**src/rtl/mini_src_pkg.sv**
```systemverilog
// Shared definitions for the mini SRC instruction step sequencer.
// Holds the state encodings (also driven out on the step port), opcode
// constants, ALU operation codes and the instruction-class enumeration
// used by the opcode decoder and the sequencer FSM.
package mini_src_pkg;

  localparam int OPC_W = 5;
  localparam int ALU_W = 5;

  // State codes are visible externally through the step output.
  typedef enum logic [3:0] {
    ST_IDLE = 4'd0,
    ST_T0   = 4'd1,
    ST_T1   = 4'd2,
    ST_T2   = 4'd3,
    ST_T3   = 4'd4,
    ST_T4   = 4'd5,
    ST_T5   = 4'd6,
    ST_T6   = 4'd7,
    ST_HALT = 4'd8
  } state_e;

  typedef enum logic [2:0] {
    CLS_R    = 3'd0,
    CLS_I    = 3'd1,
    CLS_MD   = 3'd2,
    CLS_UN   = 3'd3,
    CLS_NOP  = 3'd4,
    CLS_HALT = 3'd5,
    CLS_ILL  = 3'd6
  } iclass_e;

  localparam logic [OPC_W-1:0] OPC_R_LO = 5'd3;
  localparam logic [OPC_W-1:0] OPC_R_HI = 5'd11;
  localparam logic [OPC_W-1:0] OPC_ADDI = 5'd12;
  localparam logic [OPC_W-1:0] OPC_ANDI = 5'd13;
  localparam logic [OPC_W-1:0] OPC_ORI  = 5'd14;
  localparam logic [OPC_W-1:0] OPC_MUL  = 5'd15;
  localparam logic [OPC_W-1:0] OPC_DIV  = 5'd16;
  localparam logic [OPC_W-1:0] OPC_NEG  = 5'd17;
  localparam logic [OPC_W-1:0] OPC_NOT  = 5'd18;
  localparam logic [OPC_W-1:0] OPC_NOP  = 5'd26;
  localparam logic [OPC_W-1:0] OPC_HALT = 5'd27;

  localparam logic [ALU_W-1:0] ALU_NONE = 5'd0;
  localparam logic [ALU_W-1:0] ALU_ADD  = 5'd3;
  localparam logic [ALU_W-1:0] ALU_AND  = 5'd5;
  localparam logic [ALU_W-1:0] ALU_OR   = 5'd6;

endpackage

```
**src/rtl/isq_decode.sv**
```systemverilog
// Combinational opcode decoder for the instruction step sequencer.
// Ports:
//   opcode   in  5  instruction opcode (top five IR bits)
//   iclass   out    instruction class driving the execute-step pattern
//   alu_ctrl out 5  ALU operation used in T4 (0 for non-ALU classes)
module isq_decode
  import mini_src_pkg::*;
(
  input  logic [OPC_W-1:0] opcode,
  output iclass_e          iclass,
  output logic [ALU_W-1:0] alu_ctrl
);

  // Classify the opcode; immediate forms remap onto their register-form ALU code.
  always_comb begin
    iclass   = CLS_ILL;
    alu_ctrl = ALU_NONE;
    if ((opcode >= OPC_R_LO) && (opcode <= OPC_R_HI)) begin
      iclass   = CLS_R;
      alu_ctrl = opcode;
    end else if (opcode == OPC_ADDI) begin
      iclass   = CLS_I;
      alu_ctrl = ALU_ADD;
    end else if (opcode == OPC_ANDI) begin
      iclass   = CLS_I;
      alu_ctrl = ALU_AND;
    end else if (opcode == OPC_ORI) begin
      iclass   = CLS_I;
      alu_ctrl = ALU_OR;
    end else if ((opcode == OPC_MUL) || (opcode == OPC_DIV)) begin
      iclass   = CLS_MD;
      alu_ctrl = opcode;
    end else if ((opcode == OPC_NEG) || (opcode == OPC_NOT)) begin
      iclass   = CLS_UN;
      alu_ctrl = opcode;
    end else if (opcode == OPC_NOP) begin
      iclass   = CLS_NOP;
      alu_ctrl = ALU_NONE;
    end else if (opcode == OPC_HALT) begin
      iclass   = CLS_HALT;
      alu_ctrl = ALU_NONE;
    end else begin
      iclass   = CLS_ILL;
      alu_ctrl = ALU_NONE;
    end
  end

endmodule

```
**src/rtl/instr_step_sequencer.sv**
```systemverilog
// Fetch/execute control-step sequencer for a mini SRC datapath.
// Walks IDLE -> T0..T6 and emits the register-transfer strobes for each step,
// waiting in T1 for memory with a bounded wait counter, and counting retired
// instructions.
// Ports:
//   clk, clr (async active-low reset)
//   start, run, mem_ready, ir[IR_W]        control inputs and instruction
//   pc_out..ir_en                           fetch strobes
//   gra..hi_en, alu_ctrl[5]                 execute strobes
//   step[4], busy, done, illegal, timeout, halted   status
//   instr_count[CNT_W]                      retired-instruction counter
module instr_step_sequencer
  import mini_src_pkg::*;
#(
  parameter int IR_W   = 32,
  parameter int WAIT_W = 4,
  parameter int CNT_W  = 16
) (
  input  logic             clk,
  input  logic             clr,
  input  logic             start,
  input  logic             run,
  input  logic             mem_ready,
  input  logic [IR_W-1:0]  ir,
  output logic             pc_out,
  output logic             mar_en,
  output logic             pc_inc,
  output logic             read,
  output logic             mdr_en,
  output logic             mdr_out,
  output logic             ir_en,
  output logic             gra,
  output logic             grb,
  output logic             grc,
  output logic             rin,
  output logic             rout,
  output logic             c_out,
  output logic             y_en,
  output logic             z_en,
  output logic             zlo_out,
  output logic             zhi_out,
  output logic             lo_en,
  output logic             hi_en,
  output logic [ALU_W-1:0] alu_ctrl,
  output logic [3:0]       step,
  output logic             busy,
  output logic             done,
  output logic             illegal,
  output logic             timeout,
  output logic             halted,
  output logic [CNT_W-1:0] instr_count
);

  localparam logic [WAIT_W-1:0] WAIT_MAX = '1;

  state_e            state_r;
  state_e            state_nxt_s;
  logic [WAIT_W-1:0] wait_cnt_r;
  logic [CNT_W-1:0]  instr_count_r;
  iclass_e           iclass_s;
  logic [ALU_W-1:0]  dec_alu_s;
  logic              ir_unused_s;

  // Only the opcode field steers sequencing; the operand fields are not used here.
  assign ir_unused_s = ^ir[IR_W-OPC_W-1:0];

  isq_decode u_decode (
    .opcode   (ir[IR_W-1 -: OPC_W]),
    .iclass   (iclass_s),
    .alu_ctrl (dec_alu_s)
  );

  assign step        = state_r;
  assign instr_count = instr_count_r;

  // State register, T1 wait counter and retire counter.
  always_ff @(posedge clk or negedge clr) begin
    if (!clr) begin
      state_r       <= ST_IDLE;
      wait_cnt_r    <= {WAIT_W{1'b0}};
      instr_count_r <= {CNT_W{1'b0}};
    end else begin
      state_r <= state_nxt_s;
      // Counts consecutive T1 cycles without mem_ready; cleared on any other cycle.
      if ((state_r == ST_T1) && !mem_ready && (wait_cnt_r != WAIT_MAX)) begin
        wait_cnt_r <= wait_cnt_r + {{(WAIT_W-1){1'b0}}, 1'b1};
      end else begin
        wait_cnt_r <= {WAIT_W{1'b0}};
      end
      if (done) begin
        instr_count_r <= instr_count_r + {{(CNT_W-1){1'b0}}, 1'b1};
      end else begin
        instr_count_r <= instr_count_r;
      end
    end
  end

  // Next-state and step strobes, decoded from the current state and instruction class.
  always_comb begin
    state_nxt_s = state_r;
    pc_out  = 1'b0; mar_en  = 1'b0; pc_inc  = 1'b0; read    = 1'b0;
    mdr_en  = 1'b0; mdr_out = 1'b0; ir_en   = 1'b0;
    gra     = 1'b0; grb     = 1'b0; grc     = 1'b0; rin     = 1'b0;
    rout    = 1'b0; c_out   = 1'b0; y_en    = 1'b0; z_en    = 1'b0;
    zlo_out = 1'b0; zhi_out = 1'b0; lo_en   = 1'b0; hi_en   = 1'b0;
    alu_ctrl = ALU_NONE;
    done    = 1'b0; illegal = 1'b0; timeout = 1'b0; halted  = 1'b0;
    busy    = (state_r != ST_IDLE) && (state_r != ST_HALT);
    case (state_r)
      ST_IDLE: begin
        if (start) begin
          state_nxt_s = ST_T0;
        end else begin
          state_nxt_s = ST_IDLE;
        end
      end
      ST_T0: begin
        pc_out = 1'b1; mar_en = 1'b1; pc_inc = 1'b1;
        state_nxt_s = ST_T1;
      end
      ST_T1: begin
        read = 1'b1; mdr_en = 1'b1;
        // A full wait counter means the budget of wait cycles is spent: give up.
        if (wait_cnt_r == WAIT_MAX) begin
          timeout     = 1'b1;
          state_nxt_s = ST_IDLE;
        end else if (mem_ready) begin
          state_nxt_s = ST_T2;
        end else begin
          state_nxt_s = ST_T1;
        end
      end
      ST_T2: begin
        mdr_out = 1'b1; ir_en = 1'b1;
        state_nxt_s = ST_T3;
      end
      ST_T3: begin
        case (iclass_s)
          CLS_R, CLS_I, CLS_UN: begin
            grb = 1'b1; rout = 1'b1; y_en = 1'b1;
            state_nxt_s = ST_T4;
          end
          CLS_MD: begin
            gra = 1'b1; rout = 1'b1; y_en = 1'b1;
            state_nxt_s = ST_T4;
          end
          CLS_NOP: begin
            done        = 1'b1;
            state_nxt_s = run ? ST_T0 : ST_IDLE;
          end
          CLS_HALT: begin
            state_nxt_s = ST_HALT;
          end
          default: begin
            illegal     = 1'b1;
            state_nxt_s = ST_IDLE;
          end
        endcase
      end
      ST_T4: begin
        case (iclass_s)
          CLS_R: begin
            grc = 1'b1; rout = 1'b1; z_en = 1'b1; alu_ctrl = dec_alu_s;
            state_nxt_s = ST_T5;
          end
          CLS_I: begin
            c_out = 1'b1; z_en = 1'b1; alu_ctrl = dec_alu_s;
            state_nxt_s = ST_T5;
          end
          CLS_MD: begin
            grb = 1'b1; rout = 1'b1; z_en = 1'b1; alu_ctrl = dec_alu_s;
            state_nxt_s = ST_T5;
          end
          CLS_UN: begin
            z_en = 1'b1; alu_ctrl = dec_alu_s;
            state_nxt_s = ST_T5;
          end
          default: begin
            state_nxt_s = ST_IDLE;
          end
        endcase
      end
      ST_T5: begin
        case (iclass_s)
          CLS_R, CLS_I, CLS_UN: begin
            zlo_out = 1'b1; gra = 1'b1; rin = 1'b1;
            done        = 1'b1;
            state_nxt_s = run ? ST_T0 : ST_IDLE;
          end
          CLS_MD: begin
            zlo_out = 1'b1; lo_en = 1'b1;
            state_nxt_s = ST_T6;
          end
          default: begin
            state_nxt_s = ST_IDLE;
          end
        endcase
      end
      ST_T6: begin
        if (iclass_s == CLS_MD) begin
          zhi_out = 1'b1; hi_en = 1'b1;
          done        = 1'b1;
          state_nxt_s = run ? ST_T0 : ST_IDLE;
        end else begin
          state_nxt_s = ST_IDLE;
        end
      end
      ST_HALT: begin
        halted      = 1'b1;
        state_nxt_s = ST_HALT;
      end
      default: begin
        state_nxt_s = ST_IDLE;
      end
    endcase
  end

endmodule

```
**config.mk**
```make
export PLATFORM = sky130hd
export DESIGN_NAME = instr_step_sequencer
export DESIGN_NICKNAME = d
export VERILOG_FILES = /design/src/rtl/mini_src_pkg.sv /design/src/rtl/isq_decode.sv /design/src/rtl/instr_step_sequencer.sv
export SDC_FILE = /design/constraint.sdc
export NUM_CORES = 1
export LEC_CHECK = 0
export ABC_AREA = 1
export BUFFER_PORTS_ARGS = -buffer_cell sky130_fd_sc_hd__buf_2
export CORE_AREA = 2 2 70 72
export CTS_CLUSTER_SIZE = 28
export DETAILED_ROUTE_END_ITERATION = 8
export DIE_AREA = 0 0 72 74
export PLACE_DENSITY = 0.72
export SYNTH_ARGS = -nofsm -noshare
export SYNTH_HDL_FRONTEND = slang
export SYNTH_SLANG_ARGS = --single-unit
```
**constraint.sdc**
```tcl
create_clock -name clk -period 1.55 [get_ports clk]
set_clock_uncertainty 0.15 [all_clocks]
set_input_delay 0.0775 -clock clk [delete_from_list [all_inputs] [get_ports clk]]
set_output_delay 0.0775 -clock clk [all_outputs]
set_load 0.02 [all_outputs]
```
* Yosys cells after proc, flatten, opt, wreduce, memory -nomap -nowiden
Index checks and enable logic that the tools add are counted.
** Word-level totals
- Bits in registers :: 24
- Word-level logic and storage cells :: 99
** Operators by class
- Add/sub/neg operators :: 2
- $lt $le $gt $ge :: 2
- Equality and inequality tests :: 25
- Mux-type cells :: 53
- Reduce and logical (&&, ||, !) cells :: 14
** Operators by type and width (count)
- 5-bit 2-to-1 mux :: 8
- 4-bit one-hot mux with 9 select lines :: 1
- 1-bit 2-to-1 mux :: 27
- 5-bit == test (second input constant) :: 5
- 3-bit 2-to-1 mux :: 8
- 5-bit by 4-bit == test with 1-bit output (second input constant) :: 4
- 16-bit by 1-bit adder with 16-bit output (second input constant) :: 1
- 4-bit by 3-bit == test with 1-bit output (second input constant) :: 4
- 4-bit one-hot mux with 3 select lines :: 1
- 4-bit by 2-bit == test with 1-bit output (second input constant) :: 2
- 4-bit == test (second input constant) :: 2
- 4-bit inequality test (second input constant) :: 2
- 3-bit by 2-bit == test with 1-bit output (second input constant) :: 2
- 3-bit == test (second input constant) :: 2
- 1-bit one-hot mux with 2 select lines :: 3
- 3-bit one-hot mux with 2 select lines :: 1
- 6-bit OR reduction :: 1
- 5-bit by 2-bit greater-or-equal comparator with 1-bit output (second input constant) :: 1
- 5-bit by 4-bit less-or-equal comparator with 1-bit output (second input constant) :: 1
- 4-bit by 1-bit adder with 4-bit output (second input constant) :: 1
- 4-bit by 1-bit == test with 1-bit output (second input constant) :: 1
- 1-bit logical AND :: 4
- 4-bit logical NOT :: 1
- 2-bit 2-to-1 mux :: 2
- 10 further kinds :: 11

* Longest topological paths before layout
Gate-level depths: netlist (run 1).
- Word-level depth :: 13
- Mapped depth :: 10
- Depth with buffers taken out :: 10

* Cells and area by module
Synthesis (run 1) repeated with hierarchy kept, for this count alone.
** Second synthesis, totals
- Cells, all modules :: 291
- Area, all modules :: 1901.8 um^2
** By module, submodules not included
- instr_step_sequencer :: instances 1, cells each 246, area each 1682.9 um^2, sequential area each 600.6 um^2
- isq_decode :: instances 1, cells each 45, area each 219.0 um^2, sequential area each 0.0 um^2

* Worst setup path after synthesis (run 1)
No wires, ideal clock.
- Path type :: register to output
- Start :: reg state_r[3], in the netlist step[3]
- End :: out mdr_out
- Arrival time :: 1558 ps
- Slack :: -235 ps
- Cell stages (with the launch flop) :: 5
- Buffers on the path :: 1
- Path through :: dfrtp_1 > nor2_1 > inv_1 > nor3_1 > buf_4
** Between the ends
- Word-level cells in the longest chain between the ends :: 2
** RTL lines
- from (decl) :: line instr_step_sequencer.sv:56 : state_e state_r;
- from (signal assigned) :: line instr_step_sequencer.sv:83 : state_r <= state_nxt_s;
- 4-bit by 2-bit == test with 1-bit output
- 1-bit 2-to-1 mux
- to (decl) :: line instr_step_sequencer.sv:30 : output logic mdr_out,
No other way between the ends.

* Final worst setup path (run 1)
- Start :: reg state_r[1], in the netlist step[1]
- End :: out alu_ctrl[3]
** Between the ends
- Word-level cells in the longest chain between the ends :: 2
** RTL lines
- 4-bit by 3-bit == test with 1-bit output :: line instr_step_sequencer.sv:109 : case (state_r)
- 5-bit 2-to-1 mux :: line instr_step_sequencer.sv:109
- to (decl) :: line instr_step_sequencer.sv:44 : output logic [ALU_W-1:0] alu_ctrl,
No other way between the ends.

==> key figures, run 1 <==
STA
  • Setup TNS: -2.601 ns
  • Max transition margin: 0.6038
  • Least-Margin Pin Slew: 0.5943 ns
  • Final setup violation count: 32
  • RSZ-0062 raised after global routing: true
  • Slew Limit Fails: 0
  • Final hold vios: 0
  • Fin Hold WS: around 0.023 ns
  • Tmin final: 1.746 ns
  • Final worst-path setup slack: -0.1961 ns
  • Final period util: 1.127
  • Max Freq: around 0.57 GHz

Clock network
  • Num CTS Buffers: 3
  • H-tree Lvls: 1
  • CTS Root Cell: clkbuf_8
  • Clock sinks: 24
  • Clk pin slew, worst setup/hold paths: approximately 0.080 ns
  • Bufs on Longest Clock Path: 2
  • CTS tree: built
  • Skew-Pair Late Insertion Delay: about 0.28 ns

Logic synthesis
  • Top FF cell, synth: dfrtp_1
  • Fraction of the yosys area taken by sequential cells: 0.3371
  • Count leader, synth: nand2_1
  • Yosys top cell area share: 0.3371
  • Net Count, Synth: approximately 300
  • Post-synthesis cell count: 260
  • Synth Register Bits: 24
  • Netlist Area Pre-Place: ~1800 sq um
  • Async set-reset flop share out of synthesis: 1.000
  • Synth cell count leaders: nand2_1 (71), inv_1 (40), nor2_1 (31)
  • Synth Warn #: 0
  • Largest cells by area after synthesis: dfrtp_1 (34%), nand2_1 (15%), inv_1 (8.4%)
  • Most area-hungry cell type in the Yosys netlist: dfrtp_1
  • EDFF count, synth: 0
  • Synth unique cells: 25
  • Syn Area/Cell: around 7 sq um

Power and ir drop
  • Clock group share of total power: 0.197
  • Power share of the combinational group: 0.521
  • Leakage: approximately 1.5 nW
  • Reg power frac: 0.281
  • Switching share of power: 0.4101
  • Peak supply drop: slightly below 0.001 V
  • Net Sw Power: between 0.001 and 0.0015 W
  • Power per standard cell area: 1051 nW/um^2
  • Cell Int Power: roughly 0.0017 W

Critical path
  • CP required: 1.32 ns
  • Startpoint types: flop
  • Worst Setup End Kind: primary output
  • FF-to-FF Start: step[1]
  • WP data arrival: 1.52 ns
  • CP max-delay cell: dfrtp_2
  • Worst-path cell chain: nor2_2 > inv_2 > nor2_4 > inv_4 > nor3_4 > buf_6
  • Flop-to-flop setup slack: -0.02 ns
  • R2R cell count: 9
  • Max incr delay on CP: between 0.4 and 0.5 ns
  • Peak fanout along the critical path: 6
  • Reg2reg end: instr_count[13]
  • Critical path start-end classification: reg -> out

Layout
  • Layout area overhead: 52.46%
  • NumNets Final: 394
  • Final non-filler cell total: 408
  • N_diodes: 0
  • Share of layout cells above drive strength 1: 0.4407

Global routing
  • Largest net degree at the start of global routing: 25
  • First-pass GRT wire length: 8.335 mm
  • Antenna violations before repair: 0
  • Vias in the first global route: 1950
  • All-Layer GR Usage: 0.1936
  • Total global routing overflow: 0

Die
  • Core region area: 4598 sq um
  • Row cnt: 25
  • Die width: about 72 microns
  • Initial Utilization: 0.3875
  • I/O pins: 86
  • Die height: 74 microns
  • Die Area: ~5300 sq um

Detailed routing
  • Post-DR vias/cell: a little over 5
  • # DRC: 0
  • Final wirelength: between 5 and 6 mm
  • DRT Pass-1 Iters: 5
  • Post-route ant nets: 0
  • Starting DRT DRC Count: 74
  • Via count: 2075
  • Drt wl/cell: 12.61 microns

Placed design
  • RePlAce Congestion: approximately 0.79
  • Dpl cells: 392
  • Pre-CTS setup slack: 0.001462 ns
  • Dpl hpwl: 3.558 mm
  • Port Buffers: 58

Worst hold path
  • Hold path startpoint: start
  • Worst Hold Class: in -> reg
  • Hold Path Depth: 5
  • Sink of the worst hold path: step[0]

Run status
  • Outcome: finished with violations
  • Failing checks: negative setup slack

Flow run
  • # Max-Cap Violations: 0
## metrics by stage
stage / utilization / area, sq um / total power (W)
after floorplan: - / 1819 / 0.001566
after global placement: 0.5083 / 2337 / 0.001987
after detailed placement: 0.5083 / 2337 / 0.002008
after CTS: 0.5703 / 2623 / 0.002766
after global routing: 0.5907 / 2716 / 0.003019
final: 0.5907 / 2716 / 0.002855
## worst max-delay path: cells and delay by family, from the launching register on
family	cells	cell delay, ns
buffers and inverters	3	0.28
and+or+nand+nor	3	0.50
DFF	1	0.47
## cell type report
class	instances	area, sq um
clock buffer	3	41.29
fill	420	1882
inverter	40	152.6
sequential	24	609.3
timing repair buffer	100	747.0
clock inverter	1	30.03
tap	54	67.56
multi-input combinational	186	1069
## layer usage
layer  global-route usage  vias to the layer above  share of wire
met1               0.2190                      967           0.41
met4              0.03145                        0         0.0091
met3              0.02846                       12          0.050
met2               0.3889                       84           0.53
met5                    0                        -              0
li1                     -                     1012              -
## worst max path at each step
stage | depth (start not counted) | slack, ns | endpoint | start
after global placement | 7 | 0.02 | instr_count[14] | instr_count[0]
after CTS | 5 | -0.11 | illegal | step[3]
after floorplan | 6 | -0.07 | rout | step[0]
after detailed placement | 7 | 0.001 | instr_count[15] | instr_count[3]
final | 6 | -0.20 | alu_ctrl[3] | step[1]
after global routing | 7 | -0.26 | alu_ctrl[3] | step[0]
## sequential cells by signal, indices dropped and copies added (netlist names)
signal / cells
wait_cnt_r: 4
step: 4
instr_count: 16
## power groups by stage
stage / registers, W / logic, W / clock network (W)
4_1_cts: 0.000787 / 0.00140 / 0.000577
3_5_place_dp: 0.000794 / 0.00121 / 0
3_3_place_gp: 0.000790 / 0.00120 / 0
5_1_grt: 0.000811 / 0.00161 / 0.000602
6_report: 0.000803 / 0.00149 / 0.000563
2_1_floorplan: 0.000876 / 0.000690 / 0
## timing repair
item                                    in CTS  in global routing
endpoints found under the hold margin       29                  0
resized for setup                           54                 26
pin swaps                                   10                  4
hold buffers                                 3                  0
endpoints found under the setup margin      30                 45
buffers inserted                             7                  2
## kinds of logic after synthesis
logic type | synth area share
AO/OA/AOI/OAI | 0.04846
AND/OR/NAND/NOR | 0.4073
adder cells (fa/ha/maj) | 0.01404
flip-flops | 0.3371
buffers and inverters | 0.1243
XOR/XNOR | 0.06882
## layout by cell type, fill, tap and decap left out, drive strengths merged
cell	instances
xnor2	4
a22oi	1
o22ai	2
buf	97
dlygate4sd3	3
nand4	19
clkbuf	3
a21oi	4
o21ai	7
nand2	75
bufinv	1
nor3	12
nand3	15
inv	40
dfrtp	24
nor2	34
ha	2
nor3b	1
xor2	10
Note: power is estimated with default switching activity, not from simulation.
==> run 2: changes to the inputs <==
- PLACE_DENSITY: 0.72 -> not set
- PLACE_DENSITY_LB_ADDON: not set -> 0.2
==> run 2 against run 1 <==
  * The run still ends with negative setup slack left
  * Sequential power rose by 2%
  * Die area did not move
  * Clock power fell by 22%
  * Sequential cell count did not move
  * Register-to-register slack got worse by 0.13 ns
  * Worst hold slack improved by 0.012 ns
  * Combinational power rose by 30%
==> key figures, run 2 (synthesis results as in run 1) <==
Die
  • Die width: 72 microns (unchanged)
  • I/O pins: 86 (unchanged)
  • Initial Utilization: 0.3875 (unchanged)
  • Die height: 74 microns (unchanged)
  • Die Area: 5328 sq um (unchanged)
  • Core region area: 4598 sq um (unchanged)
  • Row cnt: 25 (unchanged)

STA
  • Tmin final: 1.757 ns (was 1.746 ns)
  • Final hold vios: 0 (unchanged)
  • RSZ-0062 raised after global routing: true (unchanged)
  • Least-Margin Pin Slew: 0.5609 ns (was 0.5943 ns)
  • Final worst-path setup slack: -0.2068 ns (was -0.1961 ns)
  • Final setup violation count: 45 (was 32)
  • Slew Limit Fails: 0 (unchanged)
  • Max transition margin: 0.6260 (was 0.6038)
  • Max Freq: 0.5692 GHz (was 0.5727 GHz)
  • Final period util: 1.133 (was 1.127)

Placed design
  • Pre-CTS setup slack: -0.007707 ns (was 0.001462 ns)
  • Post-DP Area: 2330 sq um (was 2337 sq um)
  • RePlAce Congestion: 0.8516 (was 0.7896)
  • Dpl hpwl: 3.477 mm (was 3.558 mm)
  • Port Buffers: 58 (unchanged)
  • Dpl cells: 391 (was 392)

Critical path
  • Worst-path cell chain: inv_2 > nor2_2 > inv_2 > nor2_4 > inv_4 > nor3b_2 > buf_4 (was nor2_2 > inv_2 > nor2_4 > inv_4 > nor3_4 > buf_6)
  • Worst Setup End Kind: primary output (unchanged)
  • Startpoint types: flop (unchanged)
  • FF-to-FF Start: step[1] (unchanged)
  • WP data arrival: 1.53 ns (was 1.52 ns)
  • CP max-delay cell: dfrtp_2 (unchanged)
  • Reg2reg end: instr_count[7] (was instr_count[13])
  • Peak fanout along the critical path: 6 (unchanged)
  • Critical path start-end classification: reg -> out (unchanged)
  • CP required: 1.32 ns (about the same)
  • R2R cell count: 10 (was 9)
  • Top cell by count, worst path: inv_2
  • Flop-to-flop setup slack: -0.15 ns (was -0.02 ns)
  • CP top delay family: flip-flops (was simple AND/OR/NAND/NOR gates)
  • Max incr delay on CP: 0.46 ns (was 0.47 ns)
  • Buffers & Inverters on Critical Path: 4 (was 3)

Detailed routing
  • Post-DR vias/cell: 5.017 (was 5.086)
  • # DRC: 0 (unchanged)
  • Starting DRT DRC Count: 136 (was 74)
  • Post-route ant nets: 0 (unchanged)
  • Drt wl/cell: 13.64 microns (was 12.61 microns)
  • DRT Pass-1 Iters: 4 (was 5)
  • Via count: 2092 (was 2075)
  • Final wirelength: 5.688 mm (was 5.144 mm)

Run status
  • Failing checks: negative setup slack (unchanged)
  • Outcome: finished with violations (unchanged)

Worst hold path
  • Hold path startpoint: ir[30] (was start)
  • Worst Hold Class: in -> reg (unchanged)
  • Hold Path Depth: 3 (was 5)
  • Sink of the worst hold path: step[3] (was step[0])

Clock network
  • Skew-Pair Late Insertion Delay: 0.27 ns (was 0.28 ns)
  • CTS Root Cell: clkbuf_8 (unchanged)
  • CTS tree: built (unchanged)
  • Clk pin slew, worst setup/hold paths: 0.09 ns (was 0.08 ns)
  • Num CTS Buffers: 3 (unchanged)
  • Bufs on Longest Clock Path: 2 (unchanged)
  • Clock sinks: 24 (unchanged)
  • H-tree Lvls: 1 (unchanged)

Global routing
  • First-pass GRT wire length: 8.217 mm (was 8.335 mm)
  • Largest net degree at the start of global routing: 25 (unchanged)
  • Total global routing overflow: 0 (unchanged)
  • All-Layer GR Usage: 0.1919 (was 0.1936)
  • Antenna violations before repair: 0 (unchanged)
  • Vias in the first global route: 1896 (was 1950)

Layout
  • Most frequent cells in the layout: nand2_1 (59), buf_4 (37), buf_2 (32), buf_6 (32), inv_1 (27) (was nand2_1 (68), buf_4 (57), buf_2 (30))
  • N_diodes: 0 (unchanged)
  • Most common cell after layout, fill and taps aside: nand2_1 (unchanged)
  • Final Instance Area: 2980 sq um (was 2716 sq um)
  • Final non-filler cell total: 417 (was 408)
  • NumNets Final: 403 (was 394)
  • Share of layout cells above drive strength 1: 0.4793 (was 0.4407)
  • Layout area overhead: 67.28% (was 52.46%)
  • Fillcell total: 369 (was 420)
  • Number of flip-flops in the largest register: 16 (unchanged)

Power and ir drop
  • Peak supply drop: 0.001266 V (was 0.0009884 V)
  • Leakage: 1.607 nW (was 1.465 nW)
  • Power per standard cell area: 1071 nW/um^2 (was 1051 nW/um^2)

Flow run
  • # Max-Cap Violations: 0 (unchanged)
==> run 2: what timing repair did <==
action / CTS / global route
hold buffers: 3 / 0
gates resized for setup: 54 / 73
gates cloned: 0 / 2
setup buffers: 10 / 9
pin swaps: 9 / 18
setup endpoints to repair: 29 / 52
hold endpoints to repair: 29 / 0
==> run 2: final cells by class <==
| type | count | area [sq um] | share of cell area |
|---|---|---|---|
| multi-input cells | 186 | 1156 | 0.3879 |
| clock buffers | 4 | 55.05 | 0.01847 |
| well taps | 54 | 67.56 | 0.02267 |
| repair buffers | 109 | 938.4 | 0.3149 |
| inverters | 40 | 155.1 | 0.05206 |
| flip-flops and latches | 24 | 608.1 | 0.2040 |
==> run 2: metal layers <==
metal | vias to the layer above | GRT usage | share of wire
met5 | - | 0 | 0
met4 | 0 | 0.02516 | 0.0067
met3 | 4 | 0.02981 | 0.040
met2 | 55 | 0.3508 | 0.55
met1 | 996 | 0.2477 | 0.40
li1 | 1037 | - | -
==> run 2: stage by stage <==
stage / setup TNS (ns) / utilization / hold slack [ns] / power [W]
after detailed placement: -0.01334 / 0.5067 / -0.04749 / 0.001953
final: -5.587 / 0.6482 / 0.03535 / 0.003191
after global routing: -8.825 / 0.6482 / 0.06417 / 0.003353
after global placement: 0 / 0.5067 / -0.04489 / 0.001946
after floorplan: -0.6943 / - / -0.3681 / 0.001566
after CTS: -2.648 / 0.5744 / 0.005020 / 0.002704
==> run 2: how the worst max path moves through the flow <==
stage | to | cells past startpoint | slack (ns) | start
after floorplan | rout | 6 | -0.07 | step[0]
after global placement | done | 7 | 0.01 | ir[27]
after detailed placement | done | 7 | -0.008 | ir[27]
after CTS | zhi_out | 6 | -0.14 | step[3]
after global routing | alu_ctrl[4] | 7 | -0.28 | step[0]
final | alu_ctrl[4] | 7 | -0.21 | step[0]
==> run 2: power by group <==
| group | switching, W | internal [W] | total, W |
|---|---|---|---|
| clock | 0.000214 | 0.000227 | 0.000441 |
| sequential | 0.000110 | 0.000708 | 0.000818 |
| combinational | 0.00105 | 0.000882 | 0.00193 |
==> run 2: worst register-to-register path, delay by kind of cell (launching register included) <==
kind,cells,cell delay (ns)
flip-flops,1,0.48
buffers and inverters,4,0.47
AO/OA/AOI/OAI,1,0.11
AND/OR/NAND/NOR,5,0.41
==> run 3: changes to the inputs <==
- REMOVE_ABC_BUFFERS: not set -> 1
==> run 3 against run 2 <==
  * The flow still finishes with violations (negative setup slack)
  * Register-to-register slack improved by 0.09 ns
  * Sequential power is 2% lower
  * Combinational power is 9% lower
  * Design area shrank 5.9%
  * Via count shrank 2.7%
  * Sequential share of layout area grew 1.1 points
  * Clock-buffer cell count unchanged
  * Die area stayed put
  * Sequential cell count is the same
  * Setup slack improved by 0.0073 ns
  * Critical path depth unchanged
  * Highest routed layer unchanged
==> key figures, run 3 (synthesis results as in run 1) <==
Run status
  • Outcome: finished with violations (unchanged)
  • Failing checks: negative setup slack (unchanged)

Power and ir drop
  • Leakage: 1.520 nW (was 1.607 nW)
  • Power per standard cell area: 1067 nW/um^2 (was 1071 nW/um^2)
  • Peak supply drop: 0.001081 V (was 0.001266 V)

Die
  • Row cnt: 25 (unchanged)
  • Core region area: 4598 sq um (unchanged)
  • Die Area: 5328 sq um (unchanged)
  • I/O pins: 86 (unchanged)
  • Initial Utilization: 0.3875 (unchanged)
  • Die height: 74 microns (unchanged)
  • Die width: 72 microns (unchanged)

Global routing
  • All-Layer GR Usage: 0.1948 (was 0.1919)
  • Total global routing overflow: 0 (unchanged)
  • First-pass GRT wire length: 8.376 mm (was 8.217 mm)
  • Antenna violations before repair: 0 (unchanged)
  • Largest net degree at the start of global routing: 25 (unchanged)
  • Vias in the first global route: 1909 (was 1896)

STA
  • Final period util: 1.129 (was 1.133)
  • Least-Margin Pin Slew: 0.5659 ns (was 0.5609 ns)
  • Fin Hold WS: 0.04438 ns (was 0.03535 ns)
  • Tmin final: 1.749 ns (was 1.757 ns)
  • RSZ-0062 raised after global routing: true (unchanged)
  • Slew Limit Fails: 0 (unchanged)
  • Max Freq: 0.5716 GHz (was 0.5692 GHz)
  • Final hold vios: 0 (unchanged)
  • Final worst-path setup slack: -0.1995 ns (was -0.2068 ns)
  • Max transition margin: 0.6228 (was 0.6260)
  • Final setup violation count: 29 (was 45)

Critical path
  • Critical path start-end classification: reg -> out (unchanged)
  • Startpoint types: flop (unchanged)
  • Worst Setup End Kind: primary output (unchanged)
  • WP data arrival: 1.52 ns (was 1.53 ns)
  • Peak fanout along the critical path: 6 (unchanged)
  • CP Capture Point: alu_ctrl[4] (unchanged)
  • Flop-to-flop setup slack: -0.06 ns (was -0.15 ns)
  • FF-to-FF Start: step[2] (was step[1])
  • CP max-delay cell: dfrtp_2 (unchanged)
  • Crit path launch: step[0] (unchanged)
  • Worst-path cell chain: inv_2 > nor2_2 > inv_2 > nor2_4 > inv_2 > nor3b_2 > buf_4 (was inv_2 > nor2_2 > inv_2 > nor2_4 > inv_4 > nor3b_2 > buf_4)
  • Top cell by count, worst path: inv_2 (unchanged)
  • Max incr delay on CP: 0.46 ns (about the same)
  • CP required: 1.32 ns (about the same)
  • R2R cell count: 11 (was 10)
  • Reg2reg end: step[2] (was instr_count[7])

Clock network
  • Clock sinks: 24 (unchanged)
  • CTS Root Cell: clkbuf_8 (unchanged)
  • CTS tree: built (unchanged)
  • Bufs on Longest Clock Path: 2 (unchanged)
  • Skew-Pair Late Insertion Delay: 0.27 ns (about the same)
  • H-tree Lvls: 1 (unchanged)
  • Num CTS Buffers: 3 (unchanged)
  • Clk pin slew, worst setup/hold paths: 0.08 ns (was 0.09 ns)

Detailed routing
  • DRT Pass-1 Iters: 4 (unchanged)
  • Final wirelength: 5.390 mm (was 5.688 mm)
  • Drt wl/cell: 13.02 microns (was 13.64 microns)
  • Starting DRT DRC Count: 65 (was 136)
  • Post-route ant nets: 0 (unchanged)
  • Post-DR vias/cell: 4.915 (was 5.017)
  • Via count: 2035 (was 2092)
  • # DRC: 0 (unchanged)

Layout
  • Layout Utilization: 0.6098 (was 0.6482)
  • N_diodes: 0 (unchanged)
  • Most common cell after layout, fill and taps aside: nand2_1 (unchanged)
  • NumNets Final: 400 (was 403)
  • Layout area overhead: 57.37% (was 67.28%)
  • Share of layout cells above drive strength 1: 0.4417 (was 0.4793)
  • Most frequent cells in the layout: nand2_1 (66), buf_4 (53), buf_2 (30) (was nand2_1 (59), buf_4 (37), buf_2 (32), buf_6 (32), inv_1 (27))
  • Number of flip-flops in the largest register: 16 (unchanged)

Placed design
  • Dpl hpwl: 3.589 mm (was 3.477 mm)
  • Port Buffers: 58 (unchanged)
  • RePlAce Congestion: 0.8634 (was 0.8516)

Worst hold path
  • Worst Hold Class: in -> reg (unchanged)

Flow run
  • # Max-Cap Violations: 0 (unchanged)
run 3: changes by cell type in the layout (fill, tap and decap cells not counted), sizes merged:
| cell | previous run | this run |
|---|---|---|
| buf | 104 | 103 |
| clkbuf | 6 | 4 |
run 3: power breakdown:
part / leakage (nW) / switching (W) / total [W] / internal, W
sequential: 0.327 / 0.000102 / 0.000804 / 0.000701
combinational: 1.16 / 0.000984 / 0.00175 / 0.000769
clock: 0.0288 / 0.000207 / 0.000434 / 0.000227
run 3: worst min-delay path by stage:
stage / from / to / slack, ns / cells past startpoint
2_1_floorplan: clr / instr_count[0] / -0.37 / 0
3_3_place_gp: clr / instr_count[9] / -0.05 / 1
3_5_place_dp: clr / instr_count[9] / -0.04 / 1
4_1_cts: start / step[0] / 0.03 / 5
5_1_grt: ir[30] / step[3] / 0.06 / 3
6_report: start / step[0] / 0.04 / 5
run 3: timing repair:
item,in CTS,in global routing
setup endpoints to repair,32,47
setup buffers,5,4
hold buffers,3,0
pin swaps,11,8
endpoints found under the hold margin,29,0
gates resized for setup,65,41
run 3: critical path, delay by kind of cell, from the launching register on:
| kind | cells | cell delay [ns] |
|---|---|---|
| buffers and inverters | 4 | 0.38 |
| AND/OR/NAND/NOR | 3 | 0.42 |
| flip-flops | 1 | 0.46 |
run 3: layout make-up:
class,count,area (sq um)
clock buffer,4,55.05
timing repair buffer,106,820.8
tap,54,67.56
multi-input combinational,186,1102
fill,411,1794
sequential,24,603.1
inverter,40,155.1
run 3: per-layer routing:
layer / GRT usage / wire length [microns] / vias to the layer above
met3: 0.03659 / 228 / 2
met1: 0.2415 / 2335 / 959
met2: 0.3642 / 2812 / 43
met5: 0 / 0 / -
met4: 0.02306 / 13 / 0
li1: - / - / 1031
run 3: stage by stage:
stage	setup TNS, ns	cells	setup slack, ns	power [W]	instance area, sq um
2_1_floorplan	-6.548	250	-0.5093	0.001450	1710
3_3_place_gp	-0.002694	398	-0.002694	0.001972	2351
3_5_place_dp	0	398	0.0002305	0.001978	2351
4_1_cts	-2.153	410	-0.1531	0.002699	2630
5_1_grt	-6.412	414	-0.2690	0.003169	2804
6_report	-3.235	414	-0.1995	0.002991	2804
